### config.mk
export PLATFORM = sky130hd
export DESIGN_NAME = coding_sequencer_flat
export DESIGN_NICKNAME = d
export VERILOG_FILES = /design/src/rtl/coding_sequencer_if.sv /design/src/rtl/coding_sequencer.sv /design/src/flat_wrapper.sv
export SDC_FILE = /design/constraint.sdc
export NUM_CORES = 1
export LEC_CHECK = 0
export ABC_AREA = 1
export CAP_MARGIN = 25
export CORE_ASPECT_RATIO = 0.7
export CORE_UTILIZATION = 51
export CTS_CLUSTER_SIZE = 14
export DETAILED_ROUTE_END_ITERATION = 16
export PLACE_DENSITY = 0.76
export SLEW_MARGIN = 20
export SYNTH_ARGS = -nofsm -noshare
export SYNTH_HDL_FRONTEND = slang
export SYNTH_SLANG_ARGS = --single-unit
### constraint.sdc
create_clock -name clk -period 2.47 [get_ports clk]
set_clock_uncertainty 0.2 [all_clocks]
set_input_delay 0.494 -clock clk [delete_from_list [all_inputs] [get_ports clk]]
set_output_delay 0.494 -clock clk [all_outputs]
set_load 0.005 [all_outputs]
### src/rtl/coding_sequencer_if.sv
// Signal bundle for coding_sequencer: nibble/strobe inputs, seven-segment and status outputs.
// Handshake: ready and play are edge strobes (only a 0->1 change is acted on) and there is no
// backpressure; a strobe the block cannot accept is dropped, and clear is a level that wins over both.
interface coding_sequencer_if;
  logic       a;
  logic       b;
  logic       c;
  logic       d;
  logic       ready;
  logic       play;
  logic       clear;
  logic [6:0] dse;
  logic [6:0] dsd;
  logic       busy;
  logic       full;
  logic [2:0] count;
  logic [1:0] state_dbg;

  modport master (
    output a, b, c, d, ready, play, clear,
    input  dse, dsd, busy, full, count, state_dbg
  );

  modport slave (
    input  a, b, c, d, ready, play, clear,
    output dse, dsd, busy, full, count, state_dbg
  );
endinterface

### src/rtl/coding_sequencer.sv
// Buffers up to four nibbles, then plays them back as encoded two-digit codes on a pair of
// seven-segment displays, each symbol held for HOLD_CYCLES clocks.
module coding_sequencer #(
  parameter int HOLD_CYCLES = 4,
  parameter int MAX_LEN     = 4
) (
  input logic               clk,
  input logic               reset,
  coding_sequencer_if.slave bus
);

  typedef enum logic [1:0] {
    LOAD = 2'd0,
    PLAY = 2'd1,
    DONE = 2'd2
  } state_t;

  localparam logic [7:0] HOLD_RELOAD = 8'(HOLD_CYCLES - 1);
  localparam logic [2:0] LEN         = 3'(MAX_LEN);
  localparam logic [6:0] SEG_BLANK   = 7'b0000000;
  localparam logic [6:0] SEG_DASH    = 7'b0000001;

  function automatic logic [3:0] encode(input logic [3:0] n);
    logic [3:0] code;
    case (n)
      4'd0:    code = 4'd10;
      4'd1:    code = 4'd3;
      4'd2:    code = 4'd9;
      4'd3:    code = 4'd0;
      4'd4:    code = 4'd8;
      4'd5:    code = 4'd15;
      4'd6:    code = 4'd2;
      4'd7:    code = 4'd13;
      4'd8:    code = 4'd14;
      4'd9:    code = 4'd12;
      4'd10:   code = 4'd11;
      4'd11:   code = 4'd4;
      4'd12:   code = 4'd7;
      4'd13:   code = 4'd1;
      4'd14:   code = 4'd6;
      default: code = 4'd5;
    endcase
    return code;
  endfunction

  function automatic logic [6:0] seg(input logic [3:0] dgt);
    logic [6:0] pat;
    case (dgt)
      4'd0:    pat = 7'b1111110;
      4'd1:    pat = 7'b0110000;
      4'd2:    pat = 7'b1101101;
      4'd3:    pat = 7'b1111001;
      4'd4:    pat = 7'b0110011;
      4'd5:    pat = 7'b1011011;
      4'd6:    pat = 7'b1011111;
      4'd7:    pat = 7'b1110000;
      4'd8:    pat = 7'b1111111;
      4'd9:    pat = 7'b1111011;
      default: pat = SEG_BLANK;
    endcase
    return pat;
  endfunction

  state_t     state_q, state_d;
  logic [2:0] count_q, count_d;
  logic [1:0] idx_q, idx_d;
  logic [7:0] timer_q, timer_d;
  logic       ready_q, play_q;
  logic       wr_en;
  logic [3:0] sym_buf [MAX_LEN];

  logic [3:0] nibble;
  logic       ready_rise, play_rise;
  logic [3:0] disp_code;
  logic [6:0] dse_d, dsd_d;

  assign nibble     = {bus.a, bus.b, bus.c, bus.d};
  assign ready_rise = bus.ready & ~ready_q;
  assign play_rise  = bus.play & ~play_q;

  always_comb begin
    state_d = state_q;
    count_d = count_q;
    idx_d   = idx_q;
    timer_d = timer_q;
    wr_en   = 1'b0;
    if (bus.clear) begin
      state_d = LOAD;
      count_d = 3'd0;
      idx_d   = 2'd0;
      timer_d = 8'd0;
    end else begin
      case (state_q)
        LOAD: begin
          // play is checked first so a same-cycle ready rise is dropped
          if (play_rise && count_q != 3'd0) begin
            state_d = PLAY;
            idx_d   = 2'd0;
            timer_d = HOLD_RELOAD;
          end else if (ready_rise && count_q < LEN) begin
            wr_en   = 1'b1;
            count_d = count_q + 3'd1;
          end
        end
        PLAY: begin
          if (timer_q == 8'd0) begin
            if ({1'b0, idx_q} == count_q - 3'd1) begin
              state_d = DONE;
            end else begin
              idx_d   = idx_q + 2'd1;
              timer_d = HOLD_RELOAD;
            end
          end else begin
            timer_d = timer_q - 8'd1;
          end
        end
        DONE: begin
          if (play_rise) begin
            state_d = PLAY;
            idx_d   = 2'd0;
            timer_d = HOLD_RELOAD;
          end
        end
        default: state_d = LOAD;
      endcase
    end
  end

  always_comb begin
    disp_code = encode(sym_buf[idx_q]);
    dse_d     = SEG_BLANK;
    dsd_d     = seg({1'b0, count_q});
    case (state_q)
      PLAY: begin
        if (disp_code >= 4'd10) begin
          dse_d = seg(4'd1);
          dsd_d = seg(disp_code - 4'd10);
        end else begin
          dsd_d = seg(disp_code);
        end
      end
      DONE: begin
        dse_d = SEG_DASH;
        dsd_d = SEG_DASH;
      end
      default: ;
    endcase
  end

  always_ff @(posedge clk) begin
    if (!reset) begin
      state_q <= LOAD;
      count_q <= 3'd0;
      idx_q   <= 2'd0;
      timer_q <= 8'd0;
      ready_q <= 1'b0;
      play_q  <= 1'b0;
      bus.busy <= 1'b0;
      bus.full <= 1'b0;
      bus.dse  <= SEG_BLANK;
      bus.dsd  <= 7'b1111110;
    end else begin
      state_q <= state_d;
      count_q <= count_d;
      idx_q   <= idx_d;
      timer_q <= timer_d;
      ready_q <= bus.ready;
      play_q  <= bus.play;
      // display/status trail the state registers by one clock
      bus.busy <= (state_q == PLAY);
      bus.full <= (count_q == LEN);
      bus.dse  <= dse_d;
      bus.dsd  <= dsd_d;
    end
  end

  always_ff @(posedge clk) begin
    if (wr_en) sym_buf[count_q[1:0]] <= nibble;
  end

  assign bus.count     = count_q;
  assign bus.state_dbg = state_q;

endmodule

### src/flat_wrapper.sv
// flat-port wrapper written by rule: the top's interface ports become plain ports
module coding_sequencer_flat 
#(
  parameter int HOLD_CYCLES = 4,
  parameter int MAX_LEN     = 4
)
  (clk, reset, bus_a, bus_b, bus_c, bus_d, bus_ready, bus_play, bus_clear, bus_dse, bus_dsd, bus_busy, bus_full, bus_count, bus_state_dbg);
  coding_sequencer_if bus_i ();
  input logic clk;
  input logic reset;
  input wire logic [$bits(bus_i.a)-1:0] bus_a;
  input wire logic [$bits(bus_i.b)-1:0] bus_b;
  input wire logic [$bits(bus_i.c)-1:0] bus_c;
  input wire logic [$bits(bus_i.d)-1:0] bus_d;
  input wire logic [$bits(bus_i.ready)-1:0] bus_ready;
  input wire logic [$bits(bus_i.play)-1:0] bus_play;
  input wire logic [$bits(bus_i.clear)-1:0] bus_clear;
  output wire logic [$bits(bus_i.dse)-1:0] bus_dse;
  output wire logic [$bits(bus_i.dsd)-1:0] bus_dsd;
  output wire logic [$bits(bus_i.busy)-1:0] bus_busy;
  output wire logic [$bits(bus_i.full)-1:0] bus_full;
  output wire logic [$bits(bus_i.count)-1:0] bus_count;
  output wire logic [$bits(bus_i.state_dbg)-1:0] bus_state_dbg;
  assign bus_i.a = bus_a;
  assign bus_i.b = bus_b;
  assign bus_i.c = bus_c;
  assign bus_i.d = bus_d;
  assign bus_i.ready = bus_ready;
  assign bus_i.play = bus_play;
  assign bus_i.clear = bus_clear;
  assign bus_dse = bus_i.dse;
  assign bus_dsd = bus_i.dsd;
  assign bus_busy = bus_i.busy;
  assign bus_full = bus_i.full;
  assign bus_count = bus_i.count;
  assign bus_state_dbg = bus_i.state_dbg;
  coding_sequencer #(.HOLD_CYCLES(HOLD_CYCLES), .MAX_LEN(MAX_LEN)) u_core (.clk(clk), .reset(reset), .bus(bus_i));
endmodule
==> report_table.html, run 1 <==
<table>
<tr><th>Metric</th><th>Value</th></tr>
<tr><th colspan="2">Status</th></tr>
<tr><td>Outcome</td><td>finished clean</td></tr>
<tr><th colspan="2">Synthesis</th></tr>
<tr><td>Total number of yosys warnings</td><td>0</td></tr>
<tr><td>Most area-consuming cells after synthesis</td><td>sky130_fd_sc_hd__dfxtp_1, sky130_fd_sc_hd__edfxtp_1, sky130_fd_sc_hd__nand2_1, sky130_fd_sc_hd__ha_1, sky130_fd_sc_hd__inv_1</td></tr>
<tr><td>Sequential-to-total area share from yosys stat</td><td>between 40% and 50%</td></tr>
<tr><td>Arithmetic-cell share of the synthesized area counting full adders, half adders and majority gates</td><td>10.9%</td></tr>
<tr><td>Post-synthesis share of cell area spent on and, or, nand and nor gates</td><td>28.4%</td></tr>
<tr><td>Multiplexer share of the synthesized area</td><td>0%</td></tr>
<tr><td>Dominant combinational cell family by area after synthesis</td><td>simple AND/OR/NAND/NOR gates</td></tr>
<tr><td>Cell type with the largest total area after synthesis</td><td>sky130_fd_sc_hd__dfxtp_1</td></tr>
<tr><td>Cells after Synth</td><td>378</td></tr>
<tr><td>Flip-flop and latch count after synthesis</td><td>53</td></tr>
<tr><td>Cell area after technology mapping</td><td>between 2000 and 3000 um^2</td></tr>
<tr><td>Synth Area in XOR/XNOR</td><td>around 1.8%</td></tr>
<tr><td>Average instance area after synthesis</td><td>7.89 um^2</td></tr>
<tr><td>Compound-gate portion of the synthesized area</td><td>8.98%</td></tr>
<tr><td>Area share of the largest cell type after synthesis</td><td>24.8%</td></tr>
<tr><td>Number of distinct library cells after synthesis</td><td>38</td></tr>
<tr><th colspan="2">CTS</th></tr>
<tr><td>Clk_lat worst skew</td><td>0.30 ns</td></tr>
<tr><td>Number of buffers created by CTS</td><td>5</td></tr>
<tr><td># H-tree levels</td><td>2</td></tr>
<tr><td>Maximum clock path buffer count</td><td>2</td></tr>
<tr><td>TritonCTS clock tree</td><td>done</td></tr>
<tr><td>Post-CTS clock slew at the launch and capture registers of the worst setup and hold paths</td><td>0.09 ns</td></tr>
<tr><td>Clock Sinks</td><td>53</td></tr>
<tr><td>CTS root buffer</td><td>sky130_fd_sc_hd__clkbuf_8</td></tr>
<tr><th colspan="2">GRT</th></tr>
<tr><td>GRT Residual Overflow</td><td>0</td></tr>
<tr><td>Maximum number of pins on one net before global-route repair</td><td>17</td></tr>
<tr><td>Number of antenna violations at the first check in global routing</td><td>0</td></tr>
<tr><td>Via count of the first global-routing pass</td><td>~2,300</td></tr>
<tr><td>First-pass GRT wire length</td><td>10,700 um</td></tr>
<tr><td>Total routing resource utilization after global routing</td><td>22.4%</td></tr>
<tr><th colspan="2">Detailed routing</th></tr>
<tr><td>1st-iter DRT viols</td><td>125</td></tr>
<tr><td>Vias per inst</td><td>between 4 and 5</td></tr>
<tr><td>Post-route DRC</td><td>0</td></tr>
<tr><td>Average wire per standard cell</td><td>12.2 um</td></tr>
<tr><td>Number of antenna-violating nets in the routed design</td><td>0</td></tr>
<tr><td>Total detailed-routing wirelength</td><td>roughly 6300 um</td></tr>
<tr><td>Pre-antenna DRT Iters</td><td>4</td></tr>
<tr><td>Total number of vias</td><td>2,529</td></tr>
<tr><th colspan="2">Floorplan</th></tr>
<tr><td>Height of the die</td><td>approximately 66 um</td></tr>
<tr><td>Initial Util</td><td>55.0%</td></tr>
<tr><td>I/O pin count</td><td>30</td></tr>
<tr><td>Number of core rows</td><td>22</td></tr>
<tr><td>Floorplan core area</td><td>5420 um^2</td></tr>
<tr><td>Horiz. Die Dim</td><td>93.4 um</td></tr>
<tr><td>Overall die area</td><td>6160 um^2</td></tr>
<tr><th colspan="2">Critical path</th></tr>
<tr><td>Type of element launching the critical path</td><td>flip-flop</td></tr>
<tr><td>Data arrival time of the critical path</td><td>between 2 and 2.5 ns</td></tr>
<tr><td>Crit. End Element</td><td>flip-flop</td></tr>
<tr><td>Critical Path Fanout Max</td><td>7</td></tr>
<tr><td>Data required time of the critical path</td><td>2.52 ns</td></tr>
<tr><td>Category of the critical setup timing path</td><td>flip-flop to flip-flop</td></tr>
<tr><th colspan="2">Place</th></tr>
<tr><td>Post-place setup slack</td><td>-0.0736 ns</td></tr>
<tr><td>Total placed instance area</td><td>3530 um^2</td></tr>
<tr><td>Final Wtd Congestion</td><td>0.898</td></tr>
<tr><td>Total half-perimeter wirelength after legalization and detailed placement</td><td>4880 um</td></tr>
<tr><td>Input/output buffers</td><td>25</td></tr>
<tr><th colspan="2">Final layout</th></tr>
<tr><td>Fraction of final layout cells with drive strength greater than 1</td><td>20.0%</td></tr>
<tr><td>Design Area, Final</td><td>3730 um^2</td></tr>
<tr><td>Number of antenna diodes</td><td>0</td></tr>
<tr><td>Area growth syn-to-layout</td><td>25.0%</td></tr>
<tr><td>Net count of the finished layout</td><td>between 400 and 500</td></tr>
<tr><th colspan="2">STA</th></tr>
<tr><td>Fmax achieved</td><td>approximately 0.43 GHz</td></tr>
<tr><td>Setup repair after global routing missed its margin</td><td>true</td></tr>
<tr><td>Total of endpoints with negative setup slack in the final report</td><td>0</td></tr>
<tr><td>Final number of max-transition violations</td><td>0</td></tr>
<tr><td>Final clock period utilization by the worst path</td><td>95.1%</td></tr>
<tr><td>Hold Vio Cnt, Final</td><td>0</td></tr>
<tr><td>Final critical-path setup slack</td><td>0.122 ns</td></tr>
<tr><td>Minimum clock period</td><td>between 2 and 2.5 ns</td></tr>
<tr><td>Min Hold Slack</td><td>0.259 ns</td></tr>
<tr><th colspan="2">Flow run</th></tr>
<tr><td>Count of max-cap constraint violations</td><td>0</td></tr>
<tr><th colspan="2">Min path</th></tr>
<tr><td>Tightest Hold Check Type</td><td>flip-flop to flip-flop</td></tr>
<tr><th colspan="2">Power and ir drop</th></tr>
<tr><td>Static power due to leakage</td><td>1.73 nW</td></tr>
<tr><td>Max IR drop VDD</td><td>about 0.37 mV</td></tr>
<tr><td>Areal power density over the cells</td><td>509 nW/um^2</td></tr>
</table>
## cells in the final DEF (no fill, tap or decap), drive strengths merged
cell             n
bufinv           1
ha              26
clkinv           1
o21a             1
nand3b           2
nand3           37
xor2             5
clkbuf           6
a21boi           2
nor3             3
nor2            28
and2             1
a311oi           1
a21o             1
o211ai           2
buf             34
conb             4
xnor2            1
o21ai           16
nand2          108
nor3b            1
a31oi            1
inv             55
a21oi           19
edfxtp          16
clkdlybuf4s50   25
dfxtp           37
nand4            1
o211a            1
o21bai           1
or2              4
## power by group
group          switching (mW)  internal (mW)
sequential             0.0118          0.919
clock                   0.272          0.304
combinational           0.226          0.162
## routing by layer
layer | routed length, um | up-vias | share of wire (%) | global-route usage [%]
li1 | - | 1321 | - | -
met1 | 3160 | 1159 | 50 | 31.7
met2 | 2780 | 44 | 44 | 35.8
met3 | 289 | 5 | 4.6 | 3.10
met4 | 44 | 0 | 0.70 | 6.15
met5 | 0 | - | 0 | 0
## critical path: stages (launching register included)
cell and delay, ns:
sky130_fd_sc_hd__dfxtp_4 0.37, sky130_fd_sc_hd__inv_4 0.08, sky130_fd_sc_hd__nand2_1 0.05, sky130_fd_sc_hd__nand3_1 0.06, sky130_fd_sc_hd__and2_4 0.16, sky130_fd_sc_hd__inv_4 0.05
sky130_fd_sc_hd__ha_4 0.23, sky130_fd_sc_hd__nand2_1 0.07, sky130_fd_sc_hd__nand2_1 0.05, sky130_fd_sc_hd__nand2_1 0.07, sky130_fd_sc_hd__nand2_2 0.06, sky130_fd_sc_hd__buf_4 0.14
sky130_fd_sc_hd__ha_1 0.18, sky130_fd_sc_hd__or2_1 0.23, sky130_fd_sc_hd__nand3_1 0.09, sky130_fd_sc_hd__nand2_1 0.05, sky130_fd_sc_hd__inv_1 0.05, sky130_fd_sc_hd__nand2_1 0.05
sky130_fd_sc_hd__nand2_1 0.05
## worst paths after layout
kind / slack, ns / end / from / depth (start not counted)
hold / removal: 0.26 / u_core.bus.dsd[4] / flip-flop / 2
setup / recovery: 0.12 / u_core.bus.dsd[3] / flip-flop / 18
setup reg to reg: 0.12 / u_core.bus.dsd[3] / flip-flop / 18
hold reg to reg: 0.26 / u_core.bus.dsd[4] / flip-flop / 2
## metrics by stage
step / utilization (%) / power, mW / setup TNS [ns] / std cells
finish: 68.7 / 1.90 / 0 / 513
global route: 68.7 / 1.99 / -0.105 / 513
CTS: 67.2 / 1.90 / 0 / 512
detailed placement: 65.1 / 1.32 / -0.361 / 504
global placement: 65.1 / 1.31 / -0.0279 / 504
floorplan: - / 1.19 / 0 / 381
## cells in the mapped netlist, drive strengths merged
cell type	number
nand2	108
inv	55
dfxtp	37
nand3	37
nor2	28
ha	26
a21oi	19
edfxtp	16
o21ai	16
buf	7
xor2	5
or2	4
nor3	3
a21boi	2
nand3b	2
o211ai	2
a21o	1
a311oi	1
a31oi	1
and2	1
conb	1
nand4	1
nor3b	1
o211a	1
o21a	1
o21bai	1
xnor2	1
## kinds of logic (layout without fill, tap and decap cells)
group	after synthesis	after routing
adder cells (fa/ha/maj)	26	26
XOR/XNOR	6	6
AND/OR/NAND/NOR	185	185
flip-flops	53	53
buffers and inverters	62	122
AO/OA/AOI/OAI	45	45
other	1	4
## what timing repair did
item,4_1_cts,5_1_grt
setup endpoints to repair,0,17
hold buffers,0,0
buffers inserted,0,1
gates resized for setup,0,28
## final cells by class
type / instances / area, um^2
timing repair buffer: 59 / 505
clock inverter: 2 / 38.8
tap: 72 / 90.1
sequential: 53 / 1230
fill: 444 / 1700
multi-input combinational: 266 / 1570
clock buffer: 6 / 72.6
inverter: 55 / 219
Note: power is estimated with default switching activity, not from simulation.
==> run 2, diff against run 1 <==
--- a/config.mk
+++ b/config.mk
@@ -12,7 +12,6 @@
 export CTS_CLUSTER_SIZE = 14
 export DETAILED_ROUTE_END_ITERATION = 16
 export PLACE_DENSITY = 0.76
-export SLEW_MARGIN = 20
 export SYNTH_ARGS = -nofsm -noshare
 export SYNTH_HDL_FRONTEND = slang
 export SYNTH_SLANG_ARGS = --single-unit
==> constraint.sdc (replaced) <==
create_clock -name clk -period 2.47 [get_ports clk]
set_clock_uncertainty 0.2 [all_clocks]
set_input_delay 0.3705 -clock clk [delete_from_list [all_inputs] [get_ports clk]]
set_output_delay 0.3705 -clock clk [all_outputs]
set_load 0.005 [all_outputs]
==> report_table.html, run 2 (synthesized netlist as in run 1, its figures left out) <==
<table>
<tr><th>Metric</th><th>Value</th></tr>
<tr><th colspan="2">GRT</th></tr>
<tr><td>Maximum number of pins on one net before global-route repair</td><td>17 (unchanged)</td></tr>
<tr><td>GRT Residual Overflow</td><td>0 (unchanged)</td></tr>
<tr><td>First-pass GRT wire length</td><td>10,500 um (-1.9%)</td></tr>
<tr><td>Number of antenna violations at the first check in global routing</td><td>0 (unchanged)</td></tr>
<tr><td>Total routing resource utilization after global routing</td><td>22.2% (-0.17 points)</td></tr>
<tr><td>Via count of the first global-routing pass</td><td>2,349 (+0.21%)</td></tr>
<tr><th colspan="2">Place</th></tr>
<tr><td>Input/output buffers</td><td>25 (unchanged)</td></tr>
<tr><td>Post-place setup slack</td><td>-0.0477 ns (+0.0259 ns)</td></tr>
<tr><td>Final Wtd Congestion</td><td>0.874 (-2.7%)</td></tr>
<tr><td>Total half-perimeter wirelength after legalization and detailed placement</td><td>4850 um (-0.62%)</td></tr>
<tr><th colspan="2">Final layout</th></tr>
<tr><td>Number of antenna diodes</td><td>0 (unchanged)</td></tr>
<tr><td>Net count of the finished layout</td><td>466 (-1.9%)</td></tr>
<tr><td>Leading cell type in the layout, fill and taps excluded</td><td>sky130_fd_sc_hd__nand2_1</td></tr>
<tr><td>Area growth syn-to-layout</td><td>27.4%</td></tr>
<tr><td>Top library cells by usage in the layout, fill and taps aside</td><td>sky130_fd_sc_hd__nand2_1, sky130_fd_sc_hd__inv_1, sky130_fd_sc_hd__dfxtp_1</td></tr>
<tr><td>Final core area utilization</td><td>70.0% (+1.3 points)</td></tr>
<tr><td>Fraction of final layout cells with drive strength greater than 1</td><td>22.7% (+2.7 points)</td></tr>
<tr><th colspan="2">Floorplan</th></tr>
<tr><td>Height of the die</td><td>66.0 um (unchanged)</td></tr>
<tr><td>Floorplan core area</td><td>5420 um^2 (unchanged)</td></tr>
<tr><td>I/O pin count</td><td>30 (unchanged)</td></tr>
<tr><td>Initial Util</td><td>55.0% (unchanged)</td></tr>
<tr><td>Number of core rows</td><td>22 (unchanged)</td></tr>
<tr><td>Overall die area</td><td>6160 um^2 (unchanged)</td></tr>
<tr><td>Horiz. Die Dim</td><td>93.4 um (unchanged)</td></tr>
<tr><th colspan="2">Critical path</th></tr>
<tr><td>Category of the critical setup timing path</td><td>flip-flop to flip-flop</td></tr>
<tr><td>Data arrival time of the critical path</td><td>2.44 ns (+0.04 ns)</td></tr>
<tr><td>Crit. End Element</td><td>flip-flop</td></tr>
<tr><td>Worst Setup EP</td><td>u_core.bus.dsd[0]</td></tr>
<tr><td>Type of element launching the critical path</td><td>flip-flop</td></tr>
<tr><td>Slowest library cell on the worst path</td><td>sky130_fd_sc_hd__dfxtp_4</td></tr>
<tr><td>Data required time of the critical path</td><td>2.48 ns (-0.04 ns)</td></tr>
<tr><td>Length in cells of the worst reg-to-reg path</td><td>14 (-4)</td></tr>
<tr><td>Internal reg-to-reg setup slack</td><td>0.03 ns (-0.09 ns)</td></tr>
<tr><td>Highest cell delay on the worst timing path</td><td>0.39 ns (+0.02 ns)</td></tr>
<tr><td>Critical Path Fanout Max</td><td>8 (+1)</td></tr>
<tr><td>Cell breakdown of the critical path</td><td>inv_6 &gt; nand2_1 &gt; nand3_1 &gt; nand2_2 &gt; ha_4 &gt; nand3b_1 &gt; nand3_1 &gt; nand2_2 &gt; ha_4 &gt; inv_1 &gt; o21ai_0 &gt; o211ai_1 &gt; nand2_1 &gt; a21oi_1</td></tr>
<tr><td>Reg-to-reg critical path endpoint</td><td>u_core.bus.dsd[0]</td></tr>
<tr><th colspan="2">Detailed routing</th></tr>
<tr><td>1st-iter DRT viols</td><td>181 (+45%)</td></tr>
<tr><td>Total detailed-routing wirelength</td><td>6850 um (+9.2%)</td></tr>
<tr><td>Number of antenna-violating nets in the routed design</td><td>0 (unchanged)</td></tr>
<tr><td>Average wire per standard cell</td><td>13.6 um (+11%)</td></tr>
<tr><td>Total number of vias</td><td>2,615 (+3.4%)</td></tr>
<tr><td>Vias per inst</td><td>5.19 (+5.2%)</td></tr>
<tr><td>Pre-antenna DRT Iters</td><td>5 (+1)</td></tr>
<tr><td>Post-route DRC</td><td>0 (unchanged)</td></tr>
<tr><th colspan="2">STA</th></tr>
<tr><td>Fmax achieved</td><td>0.410 GHz (-3.8%)</td></tr>
<tr><td>Total of endpoints with negative setup slack in the final report</td><td>0 (unchanged)</td></tr>
<tr><td>Final critical-path setup slack</td><td>0.0306 ns (-0.0916 ns)</td></tr>
<tr><td>Minimum clock period</td><td>2.44 ns (+0.0916 ns)</td></tr>
<tr><td>Final clock period utilization by the worst path</td><td>98.8% (+3.7 points)</td></tr>
<tr><td>Setup repair after global routing missed its margin</td><td>true</td></tr>
<tr><td>Final number of max-transition violations</td><td>0 (unchanged)</td></tr>
<tr><td>Hold Vio Cnt, Final</td><td>0 (unchanged)</td></tr>
<tr><th colspan="2">Flow run</th></tr>
<tr><td>Count of max-cap constraint violations</td><td>0 (unchanged)</td></tr>
<tr><th colspan="2">Power and ir drop</th></tr>
<tr><td>Static power due to leakage</td><td>1.71 nW (-0.91%)</td></tr>
<tr><td>Areal power density over the cells</td><td>517 nW/um^2 (+1.7%)</td></tr>
<tr><td>Max IR drop VDD</td><td>0.292 mV (-22%)</td></tr>
<tr><td>Pwr Total</td><td>1.96 mW (+3.6%)</td></tr>
<tr><th colspan="2">CTS</th></tr>
<tr><td>Clock Sinks</td><td>53 (unchanged)</td></tr>
<tr><td>Maximum clock path buffer count</td><td>2 (unchanged)</td></tr>
<tr><td>Post-CTS clock slew at the launch and capture registers of the worst setup and hold paths</td><td>0.10 ns (about the same)</td></tr>
<tr><td>Clk_lat worst skew</td><td>0.31 ns (about the same)</td></tr>
<tr><td># H-tree levels</td><td>2 (unchanged)</td></tr>
<tr><td>CTS root buffer</td><td>sky130_fd_sc_hd__clkbuf_8</td></tr>
<tr><td>Number of buffers created by CTS</td><td>5 (unchanged)</td></tr>
<tr><td>Hold buffer count at cts</td><td>0 (unchanged)</td></tr>
<tr><td>TritonCTS clock tree</td><td>done</td></tr>
<tr><th colspan="2">Status</th></tr>
<tr><td>Outcome</td><td>finished clean</td></tr>
<tr><th colspan="2">Min path</th></tr>
<tr><td>Tightest Hold Check Type</td><td>flip-flop to flip-flop</td></tr>
</table>
[run 2: worst min path at each step]
stage | start | end | slack, ns | depth (start not counted)
after detailed placement | flip-flop | u_core.bus.dsd[4] | 0.23 | 2
after global placement | flip-flop | u_core.bus.dsd[4] | 0.23 | 2
after global routing | flip-flop | u_core.bus.dsd[4] | 0.29 | 2
after CTS | flip-flop | u_core.bus.dsd[4] | 0.25 | 2
final | flip-flop | u_core.bus.dsd[4] | 0.25 | 2
after floorplan | flip-flop | u_core.bus.dsd[3] | 0.22 | 2
[run 2: what timing repair did]
item / in CTS / in global routing
setup endpoints to repair: 7 / 10
setup buffers: 0 / 3
pin swaps: 1 / 22
gates resized for setup: 6 / 51
[run 2: worst max-delay path: cells and delay by family, from the launching register on]
family	cells	cell delay (ns)
adders and majority gates	2	0.46
AOI/OAI and AO/OA	3	0.41
buffers and inverters	2	0.16
and+or+nand+nor	7	0.71
DFF	1	0.39
[run 2: power breakdown]
part	switching, mW	leakage (nW)	total (mW)	internal [mW]
logic	0.268	1.21	0.445	0.178
clock network	0.282	0.0554	0.586	0.304
registers	0.0123	0.447	0.932	0.920
total	0.562	1.71	1.96	1.40
[run 2: cell type report]
| type | instances | area (um^2) |
|---|---|---|
| multi-input cells | 266 | 1700 |
| fillers | 392 | 1630 |
| flip-flops and latches | 53 | 1230 |
| repair buffers | 50 | 453 |
| inverters | 55 | 219 |
| well taps | 72 | 90.1 |
| clock buffers | 6 | 72.6 |
| clock inverters | 2 | 38.8 |
[run 2: stage by stage]
stage                     std cells  area [um^2]  setup TNS, ns  hold WS (ns)
after global placement          493         3450              0         0.227
after global routing            504         3800         -0.417         0.292
after CTS                       501         3580              0         0.253
after floorplan                 381         3000              0         0.217
after detailed placement        493         3450         -0.117         0.230
final                           504         3800              0         0.254
[run 2: routing by layer]
layer / share of wire [%] / vias up / GRT usage [%]
li1: - / 1310 / -
met1: 46 / 1211 / 30.5
met3: 6.9 / 8 / 3.79
met5: 0 / - / 0
met4: 1.2 / 0 / 7.50
met2: 46 / 86 / 35.6
